[src/rtl/keyboard_key_decoder_if.sv]
// Scan-code byte stream into the key decoder and the per-key status it reports.
interface keyboard_key_decoder_if #(
    parameter int NUM_KEYS = 4
);
    logic [7:0]          rx_data;
    logic                rx_valid;
    logic [NUM_KEYS-1:0] held;
    logic [NUM_KEYS-1:0] pressed;
    logic [NUM_KEYS-1:0] released;
    logic [NUM_KEYS-1:0] repeat_pulse;
    logic                any_held;

    modport master (
        output rx_data, rx_valid,
        input  held, pressed, released, repeat_pulse, any_held
    );

    modport slave (
        input  rx_data, rx_valid,
        output held, pressed, released, repeat_pulse, any_held
    );
endinterface

[src/rtl/keyboard_key_decoder.sv]
// PS/2 set-2 scan-code parser that tracks a table of keys, reports press/release
// edges and generates typematic repeat pulses for the most recently pressed key.
module keyboard_key_decoder #(
    parameter int                    NUM_KEYS       = 4,
    parameter logic [NUM_KEYS*8-1:0] KEY_CODES      = {8'h72, 8'h75, 8'h5A, 8'h29},
    parameter logic [NUM_KEYS-1:0]   KEY_EXT        = 4'b1100,
    parameter int                    REPEAT_DELAY   = 25_000_000,
    parameter int                    REPEAT_PERIOD  = 5_000_000,
    parameter int                    PREFIX_TIMEOUT = 65_535
) (
    input  logic                  clk,
    input  logic                  rst_n,
    keyboard_key_decoder_if.slave kbd
);
    localparam int         REP_MAX  = (REPEAT_DELAY > REPEAT_PERIOD) ? REPEAT_DELAY : REPEAT_PERIOD;
    localparam int         REP_W    = $clog2(REP_MAX + 1);
    localparam int         TO_W     = $clog2(PREFIX_TIMEOUT + 1);
    localparam int         IDX_W    = (NUM_KEYS > 1) ? $clog2(NUM_KEYS) : 1;
    localparam logic [7:0] BYTE_EXT = 8'hE0;
    localparam logic [7:0] BYTE_BRK = 8'hF0;

    typedef enum logic [1:0] {
        S_IDLE,
        S_EXT,
        S_BRK,
        S_EXT_BRK
    } state_t;

    state_t              r_state;
    state_t              w_state_nxt;
    logic [TO_W-1:0]     r_to_cnt;
    logic                w_evt;
    logic                w_evt_make;
    logic                w_evt_ext;

    logic [NUM_KEYS-1:0] r_held;
    logic [NUM_KEYS-1:0] r_pressed;
    logic [NUM_KEYS-1:0] r_released;
    logic [NUM_KEYS-1:0] r_rep_pulse;
    logic [NUM_KEYS-1:0] w_hit;
    logic [NUM_KEYS-1:0] w_make_new;
    logic [NUM_KEYS-1:0] w_brk_new;
    logic                w_new_press;
    logic [IDX_W-1:0]    w_new_idx;

    logic                r_rep_arm;
    logic [IDX_W-1:0]    r_rep_idx;
    logic [REP_W-1:0]    r_rep_cnt;
    logic                w_rep_stop;

    function automatic logic key_match(input logic [7:0] code, input logic ext, input int idx);
        return (code == KEY_CODES[8*idx +: 8]) && (ext == KEY_EXT[idx]);
    endfunction

    always_ff @(posedge clk or negedge rst_n) begin
        if (!rst_n) begin
            r_state <= S_IDLE;
        end else begin
            r_state <= w_state_nxt;
        end
    end

    // A complete code emits one event in the same cycle its final byte arrives.
    always_comb begin
        w_state_nxt = r_state;
        w_evt       = 1'b0;
        w_evt_make  = 1'b0;
        w_evt_ext   = 1'b0;
        if (kbd.rx_valid) begin
            case (r_state)
                S_IDLE: begin
                    if (kbd.rx_data == BYTE_EXT) begin
                        w_state_nxt = S_EXT;
                    end else if (kbd.rx_data == BYTE_BRK) begin
                        w_state_nxt = S_BRK;
                    end else begin
                        w_evt      = 1'b1;
                        w_evt_make = 1'b1;
                    end
                end
                S_EXT: begin
                    if (kbd.rx_data == BYTE_BRK) begin
                        w_state_nxt = S_EXT_BRK;
                    end else if (kbd.rx_data != BYTE_EXT) begin
                        w_evt       = 1'b1;
                        w_evt_make  = 1'b1;
                        w_evt_ext   = 1'b1;
                        w_state_nxt = S_IDLE;
                    end
                end
                S_BRK: begin
                    w_evt       = 1'b1;
                    w_state_nxt = S_IDLE;
                end
                S_EXT_BRK: begin
                    w_evt       = 1'b1;
                    w_evt_ext   = 1'b1;
                    w_state_nxt = S_IDLE;
                end
                default: w_state_nxt = S_IDLE;
            endcase
        end else if ((r_state != S_IDLE) && (r_to_cnt == TO_W'(PREFIX_TIMEOUT - 1))) begin
            w_state_nxt = S_IDLE;
        end
    end

    // Counts idle cycles spent waiting inside a prefix; any byte restarts it.
    always_ff @(posedge clk or negedge rst_n) begin
        if (!rst_n) begin
            r_to_cnt <= '0;
        end else if (kbd.rx_valid || (w_state_nxt == S_IDLE)) begin
            r_to_cnt <= '0;
        end else begin
            r_to_cnt <= r_to_cnt + 1'b1;
        end
    end

    always_comb begin
        w_hit       = '0;
        w_make_new  = '0;
        w_brk_new   = '0;
        w_new_press = 1'b0;
        w_new_idx   = '0;
        for (int i = 0; i < NUM_KEYS; i++) begin
            w_hit[i]      = w_evt && key_match(kbd.rx_data, w_evt_ext, i);
            w_make_new[i] = w_hit[i] && w_evt_make && !r_held[i];
            w_brk_new[i]  = w_hit[i] && !w_evt_make && r_held[i];
            if (w_make_new[i]) begin
                w_new_press = 1'b1;
                w_new_idx   = IDX_W'(i);
            end
        end
    end

    always_ff @(posedge clk or negedge rst_n) begin
        if (!rst_n) begin
            r_held     <= '0;
            r_pressed  <= '0;
            r_released <= '0;
        end else begin
            r_held     <= (r_held | w_make_new) & ~w_brk_new;
            r_pressed  <= w_make_new;
            r_released <= w_brk_new;
        end
    end

    assign w_rep_stop = r_rep_arm && w_brk_new[r_rep_idx];

    // Down-counter: loaded with delay-1 on press, fires at zero, reloads period-1.
    always_ff @(posedge clk or negedge rst_n) begin
        if (!rst_n) begin
            r_rep_arm   <= 1'b0;
            r_rep_idx   <= '0;
            r_rep_cnt   <= '0;
            r_rep_pulse <= '0;
        end else begin
            r_rep_pulse <= '0;
            if (w_new_press) begin
                r_rep_arm <= 1'b1;
                r_rep_idx <= w_new_idx;
                r_rep_cnt <= REP_W'(REPEAT_DELAY - 1);
            end else if (w_rep_stop) begin
                r_rep_arm <= 1'b0;
                r_rep_cnt <= '0;
            end else if (r_rep_arm && r_held[r_rep_idx]) begin
                if (r_rep_cnt == '0) begin
                    r_rep_pulse[r_rep_idx] <= 1'b1;
                    r_rep_cnt              <= REP_W'(REPEAT_PERIOD - 1);
                end else begin
                    r_rep_cnt <= r_rep_cnt - 1'b1;
                end
            end
        end
    end

    assign kbd.held         = r_held;
    assign kbd.pressed      = r_pressed;
    assign kbd.released     = r_released;
    assign kbd.repeat_pulse = r_rep_pulse;
    assign kbd.any_held     = |r_held;

endmodule

[src/flat_wrapper.sv]
// flat-port wrapper written by rule: the top's interface ports become plain ports
module keyboard_key_decoder_flat 
#(
    parameter int                    NUM_KEYS       = 4,
    parameter logic [NUM_KEYS*8-1:0] KEY_CODES      = {8'h72, 8'h75, 8'h5A, 8'h29},
    parameter logic [NUM_KEYS-1:0]   KEY_EXT        = 4'b1100,
    parameter int                    REPEAT_DELAY   = 25_000_000,
    parameter int                    REPEAT_PERIOD  = 5_000_000,
    parameter int                    PREFIX_TIMEOUT = 65_535
)
  (clk, rst_n, kbd_rx_data, kbd_rx_valid, kbd_held, kbd_pressed, kbd_released, kbd_repeat_pulse, kbd_any_held);
  keyboard_key_decoder_if #(.NUM_KEYS(NUM_KEYS)) kbd_i ();
  input  logic clk;
  input  logic rst_n;
  input wire logic [$bits(kbd_i.rx_data)-1:0] kbd_rx_data;
  input wire logic [$bits(kbd_i.rx_valid)-1:0] kbd_rx_valid;
  output wire logic [$bits(kbd_i.held)-1:0] kbd_held;
  output wire logic [$bits(kbd_i.pressed)-1:0] kbd_pressed;
  output wire logic [$bits(kbd_i.released)-1:0] kbd_released;
  output wire logic [$bits(kbd_i.repeat_pulse)-1:0] kbd_repeat_pulse;
  output wire logic [$bits(kbd_i.any_held)-1:0] kbd_any_held;
  assign kbd_i.rx_data = kbd_rx_data;
  assign kbd_i.rx_valid = kbd_rx_valid;
  assign kbd_held = kbd_i.held;
  assign kbd_pressed = kbd_i.pressed;
  assign kbd_released = kbd_i.released;
  assign kbd_repeat_pulse = kbd_i.repeat_pulse;
  assign kbd_any_held = kbd_i.any_held;
  keyboard_key_decoder #(.NUM_KEYS(NUM_KEYS), .KEY_CODES(KEY_CODES), .KEY_EXT(KEY_EXT), .REPEAT_DELAY(REPEAT_DELAY), .REPEAT_PERIOD(REPEAT_PERIOD), .PREFIX_TIMEOUT(PREFIX_TIMEOUT)) u_core (.clk(clk), .rst_n(rst_n), .kbd(kbd_i));
endmodule
[config.mk]
export PLATFORM = sky130hd
export DESIGN_NAME = keyboard_key_decoder_flat
export DESIGN_NICKNAME = d
export VERILOG_FILES = /design/src/rtl/keyboard_key_decoder_if.sv /design/src/rtl/keyboard_key_decoder.sv /design/src/flat_wrapper.sv
export SDC_FILE = /design/constraint.sdc
export NUM_CORES = 1
export LEC_CHECK = 0
export BUFFER_PORTS_ARGS = -buffer_cell sky130_fd_sc_hd__buf_4
export CORE_ASPECT_RATIO = 1.75
export CORE_MARGIN = 2
export CORE_UTILIZATION = 50
export CTS_CLUSTER_DIAMETER = 60
export DETAILED_ROUTE_END_ITERATION = 10
export GPL_ROUTABILITY_DRIVEN = 0
export GPL_TIMING_DRIVEN = 0
export PLACE_DENSITY = 0.74
export SKIP_CTS_REPAIR_TIMING = 1
export SLEW_MARGIN = 20
export SYNTH_ARGS = -nofsm -noshare
export SYNTH_HDL_FRONTEND = slang
export SYNTH_SLANG_ARGS = --single-unit
[constraint.sdc]
create_clock -name clk -period 2.65 [get_ports clk]
set_input_delay 0.265 -clock clk [delete_from_list [all_inputs] [get_ports clk]]
set_output_delay 0.265 -clock clk [all_outputs]
set_load 0.1 [all_outputs]
## Yosys cells after proc, flatten, opt, wreduce, memory -nomap -nowiden

Cells that the tools add are included.

- Add/subtract/negate cells: 2
- $lt $le $gt $ge: 2
- Equal/unequal tests: 11
- Multiplexer cells: 41
- Bitwise operators: 4
- Reductions and logical operators: 42

Operator list:

| operator | count |
|---|---|
| two-way mux 25 bit | 4 |
| logical AND 1 bit | 28 |
| zero test 25 bit | 1 |
| subtractor 25 x 1 -> 25 bit, second input constant | 1 |
| == test 8 x 7 -> 1 bit, second input constant | 3 |
| two-way mux 1 bit | 17 |
| adder 16 x 1 -> 16 bit, second input constant | 1 |
| == test 16 bit, second input constant | 1 |
| == test 8 bit, second input constant | 2 |
| two-way mux 16 bit | 1 |
| two-way mux 2 bit | 8 |
| two-way mux 4 bit | 4 |
| == test 8 x 6 -> 1 bit, second input constant | 1 |
| inequality test 8 bit, second input constant | 1 |
| one-hot mux 2 bit (3 select lines) | 1 |
| zero test 1 bit | 5 |
| AND 4 bit | 1 |
| binary-select mux 1 bit (select 2 bit) | 2 |
| == test 2 bit, second input constant | 2 |
| zero test 2 bit | 2 |
| NOT 4 bit | 1 |
| OR 4 bit | 1 |
| one-hot mux 1 bit (2 select lines) | 2 |
| nonzero test 2 bit | 2 |
| 10 further kinds | 10 |

- Register bits: 62
- Input bits: 11
- Output and inout port bits: 17
- Logic and storage cells: 111

## Depth between registers and ports, before layout

- Depth after elaboration: 15
- Mapped depth: 9
- Gate-level depth less buffers: 8

## Worst setup path after synthesis

No wires, ideal clock.

- Kind: reg2reg
- Start: register (tool-made name)
- End: register u_core.r_rep_cnt[12]
- Arrival: 2.474 ns
- Data required time: 2.530 ns
- Setup slack: 0.055 ns
- Cell stages (with the launch flop): 7
- Path buffers: 0
- Period minus slack after synthesis: 2.595 ns
- Cell sequence: dfrtp_1 > mux2i_1 > o22a_1 > or4_1 > and2_1 > o21ai_0 > nand2_1

RTL lines:

| element | RTL line | text |
|---|---|---|
| end signal, assigned | keyboard_key_decoder.sv:161 | `r_rep_cnt <= REP_W'(REPEAT_DELAY - 1);` |
| end signal, assigned | keyboard_key_decoder.sv:168 | `r_rep_cnt <= REP_W'(REPEAT_PERIOD - 1);` |
| end signal, assigned | keyboard_key_decoder.sv:170 | `r_rep_cnt <= r_rep_cnt - 1'b1;` |
| end, declared | keyboard_key_decoder.sv:48 | `logic [REP_W-1:0] r_rep_cnt;` |

## Final worst setup path

- Start: register u_core.r_rep_cnt[11]
- End: register u_core.r_rep_cnt[15]

- Word-level cells in the longest chain between the ends: 5
- Elaborated cells on any way between the ends: 6

RTL lines:

| element | RTL line | text |
|---|---|---|
| subtractor 25 x 1 -> 25 bit or zero test 25 bit (tied branches) | keyboard_key_decoder.sv:170, keyboard_key_decoder.sv:166 |  |
| two-way mux 25 bit * | keyboard_key_decoder.sv:166 | `if (r_rep_cnt == '0) begin` |
| two-way mux 25 bit * | keyboard_key_decoder.sv:165 | `end else if (r_rep_arm && r_held[r_rep_idx]) begin` |
| two-way mux 25 bit * | keyboard_key_decoder.sv:162 | `end else if (w_rep_stop) begin` |
| two-way mux 25 bit * | keyboard_key_decoder.sv:158 | `if (w_new_press) begin` |

Every way passes the cells marked *; elsewhere a longest branch is shown, timed or not. The select of a mux whose other input is x is not followed.
A chain may end at the register's enable or synchronous reset.

==> impl_metrics.py <==
metrics = {
    "placed_design": {
        "place.detailed.hpwl_microns": 5660,
        "io_buffer_count": 26,
    },
    "global_route": {
        "wire_length_of_the_first_global_routing_pass_microns": 12900,
        "grt_max_degree": 63,
        "grt-ovfl-total": 0,
        "grt_pass1_vias": 2810,
        "antenna_found_initial": 0,
        "grt_use_total": 0.233,
    },
    "floorplan": {
        "die_area_sq_um": 7350,
        "core-area_sq_um": 6490,
        "num_rows": 39,
        "top_level_ports": 28,
        "die-width_microns": 65.7,
        "floorplan.initialDensity": 0.513,
        "chipHeight_microns": 112,
    },
    "setup_path": {
        "timing.reg2reg.setup_slack_ns": 0.27,
        "critPathCaptureType": "register",
        "r2r-end": "u_core.r_rep_cnt[15]",
        "cp_num_buf_inv": 0,
        "start_kind": "register",
        "cell_chain_critical_path": "nor3_1 -> nor3b_1 -> or4b_1 -> nand3_2 -> nor2_1",
        "worstSetupPathType": "reg -> reg",
        "timing.critical_path.fanout_max": 5,
        "worstPathArrival_ns": 2.59,
        "slowest_delay_ns": 0.63,
        "timing.critical_path.max_delay_family": "simple AND/OR/NAND/NOR gates",
        "timing.reg2reg.worst_path_depth": 5,
        "slowest_stage": "sky130_fd_sc_hd__or4b_1",
        "cp_data_required_time_ns": 2.86,
        "reg2reg_from": "u_core.r_rep_cnt[11]",
    },
    "clock_tree": {
        "cts_inserted_buffers": 9,
        "clk_pin_slew_ns": 0.05,
        "cts_max_path_buffers": 2,
        "clock-root-buffer": "sky130_fd_sc_hd__clkbuf_16",
        "cts_tree": "yes",
        "htreeDepth": 3,
        "insertion_delay_ns": 0.33,
        "clkSinkCount": 62,
    },
    "pwr": {
        "leak_nw": 1.62,
        "seq_power_share": 0.420,
        "share_clk_of_total_power": 0.496,
        "p_comb_frac": 0.084,
        "internal_power_w": 0.00192,
        "report.power.total_w": 0.00251,
        "vdd_ir_drop_max_uv": 523,
        "power.switching_w": 0.000592,
        "pwr_density_cell_nw_per_um2": 637,
        "power.share.switching": 0.236,
    },
    "synth": {
        "synth_top_cell_area_share": 0.466,
        "synth-seq-cells": 62,
        "synth-seq-area-share": 0.466,
        "synth_top_cells_by_area": "sky130_fd_sc_hd__dfrtp_1 47%, sky130_fd_sc_hd__nor2_1 5.1%, sky130_fd_sc_hd__xnor2_1 3.4%",
        "synth_area_in_xor_xnor": 0.0684,
        "synth.area.mux_share": 0.0218,
        "synthesis.area_sq_um": 3330,
        "synth_compound_gate_area_share": 0.107,
        "adder_cell_fraction_of_synth_area": 0.0113,
        "synth_edf_count": 0,
        "syn_avg_cell_area_sq_um": 9.88,
        "synth_ff_type": "sky130_fd_sc_hd__dfrtp_1",
        "synth_top_family_by_area": "simple AND/OR/NAND/NOR gates",
        "synthesis.instances": 337,
        "ys_warn_count": 0,
        "netlist-cell-type-count": 62,
        "post_synth_and_or_nand_nor_area_fraction": 0.296,
        "synth.net_count": 351,
        "netlist.top_cell.by_area": "sky130_fd_sc_hd__dfrtp_1",
        "ys_top_cells_by_count": "62 x sky130_fd_sc_hd__dfrtp_1, 45 x sky130_fd_sc_hd__nor2_1, 24 x sky130_fd_sc_hd__nand2_1",
        "synth-async-reset-ratio": 1.00,
        "yosys.cell_count.top_type": "sky130_fd_sc_hd__dfrtp_1",
    },
    "timing": {
        "tightestPinTransition_ns": 0.778,
        "timing.final.crit_period_ns": 2.38,
        "timing.clock.skew_ns": 0.00883,
        "timing_max_transition_violations_final": 0,
        "post-route-period-util": 0.897,
        "rsz0062_at_grt": "false",
        "fmax_mhz": 421,
        "timing.setup.tns_ns": 0,
        "hold_viol": 0,
        "report.final.setup_viol": 0,
        "relSlewSlack": 0.481,
    },
    "routing": {
        "drtPass1Iterations": 7,
        "drc_errors": 0,
        "avgViaCountPerCell": 5.89,
        "detail_route.wl_per_cell_microns": 17.1,
        "drtIter0Drc": 202,
        "antenna_left": 0,
        "detailroute.via_count": 2715,
        "totalWireLength_microns": 7880,
    },
    "run": {
        "cap_viol_max_count": 0,
    },
    "cells_and_area": {
        "layout-drive-gt1-share": 0.174,
        "final_net_count": 388,
        "layout.filler_cells": 554,
        "seq_area_sq_um": 1550,
        "insertedDiodeCount": 0,
        "area_overhead_vs_synth_pct": 18.5,
        "multi_input_comb_area_sq_um": 1680,
    },
    "status": {
        "status": "complete, no violations",
    },
    "worst_hold_path": {
        "worst_hold_path_class": "in -> async",
    },
}
power by group through the flow:
stage / sequential (W) / combinational, W / clock (W)
2_1_floorplan: 0.00106 / 0.000134 / 0
3_3_place_gp: 0.00106 / 0.000203 / 0
3_5_place_dp: 0.00107 / 0.000209 / 0
4_1_cts: 0.00105 / 0.000212 / 0.00127
5_1_grt: 0.00106 / 0.000237 / 0.00131
6_report: 0.00106 / 0.000211 / 0.00125
placed cells by master, fill, tap and decap left out, types with 3 or more instances in the layout:
cell,instances
sky130_fd_sc_hd__a21oi_1,8
sky130_fd_sc_hd__and3_1,8
sky130_fd_sc_hd__buf_4,27
sky130_fd_sc_hd__clkbuf_1,7
sky130_fd_sc_hd__clkbuf_16,9
sky130_fd_sc_hd__dfrtp_1,62
sky130_fd_sc_hd__ha_1,3
sky130_fd_sc_hd__inv_1,10
sky130_fd_sc_hd__mux2i_1,5
sky130_fd_sc_hd__nand2_1,24
sky130_fd_sc_hd__nand2b_1,4
sky130_fd_sc_hd__nand3_1,19
sky130_fd_sc_hd__nand4_1,5
sky130_fd_sc_hd__nand4b_1,3
sky130_fd_sc_hd__nor2_1,45
sky130_fd_sc_hd__nor2b_1,6
sky130_fd_sc_hd__nor3_1,15
sky130_fd_sc_hd__nor4_1,7
sky130_fd_sc_hd__nor4_4,3
sky130_fd_sc_hd__nor4b_1,3
sky130_fd_sc_hd__o21ai_0,13
sky130_fd_sc_hd__or3_1,3
sky130_fd_sc_hd__or4_1,5
sky130_fd_sc_hd__xnor2_1,13
sky130_fd_sc_hd__xor2_1,13
stage by stage:
| stage | instance area [sq um] | cells | hold slack (ns) | setup WS [ns] | utilization |
|---|---|---|---|---|---|
| finish | 3940 | 461 | 0.0186 | 0.273 | 0.607 |
| global route | 3940 | 461 | 0.0968 | 0.102 | 0.607 |
| CTS | 3940 | 461 | 0.0470 | 0.253 | 0.607 |
| detailed placement | 3630 | 445 | 0.396 | 0.244 | 0.559 |
| global placement | 3630 | 445 | 0.394 | 0.275 | 0.559 |
| floorplan | 3330 | 337 | -0.0306 | 0.0552 | - |
state kept, by name (all words and copies together), names as in the netlist, named ones only:
register / count
u_core.kbd.pressed: 4
u_core.kbd.released: 4
u_core.kbd.repeat_pulse: 4
u_core.r_rep_arm: 1
u_core.r_rep_cnt: 25
u_core.r_rep_idx: 2
u_core.r_state: 2
u_core.r_to_cnt: 16
metal layers:
layer,wire (microns),track usage,share of wire
met1,2750,0.229,0.35
met2,4630,0.436,0.59
met4,200,0.111,0.025
met5,0,0,0
met3,294,0.0576,0.037
area by class of cell:
| type | count | share of cell area |
|---|---|---|
| clock buffer | 12 | 0.0625 |
| clock inverter | 4 | 0.0178 |
| buffer | 10 | 0.0149 |
| multi-input combinational | 255 | 0.426 |
| tap | 82 | 0.0260 |
| sequential | 62 | 0.394 |
| inverter | 10 | 0.00952 |
| timing repair buffer | 26 | 0.0495 |
worst reg2reg max path: stages (launching register included):
cell                      delay (ns)
sky130_fd_sc_hd__dfrtp_1        0.42
sky130_fd_sc_hd__nor3_1         0.38
sky130_fd_sc_hd__nor3b_1        0.56
sky130_fd_sc_hd__or4b_1         0.63
sky130_fd_sc_hd__nand3_2        0.21
sky130_fd_sc_hd__nor2_1         0.07
cells by family after synthesis:
family | count (synthesis)
AOI/OAI and AO/OA | 48
adders and majority gates | 3
muxes | 7
DFF | 62
buffers and inverters | 20
xor gates and xnor gates | 26
and+or+nand+nor | 171
worst max-delay path by stage:
stage                              start                          to  cells after the start
finish              u_core.r_rep_cnt[11]        u_core.r_rep_cnt[15]                      5
global route        u_core.r_rep_cnt[11]  u_core.kbd.repeat_pulse[1]                      4
CTS                 u_core.r_rep_cnt[11]  u_core.kbd.repeat_pulse[1]                      4
detailed placement        kbd_rx_data[0]        u_core.r_rep_cnt[15]                      8
global placement          kbd_rx_data[4]  u_core.kbd.repeat_pulse[0]                      7
floorplan                       register        u_core.r_rep_cnt[12]                      6
Power figures use the tool's default switching activity.
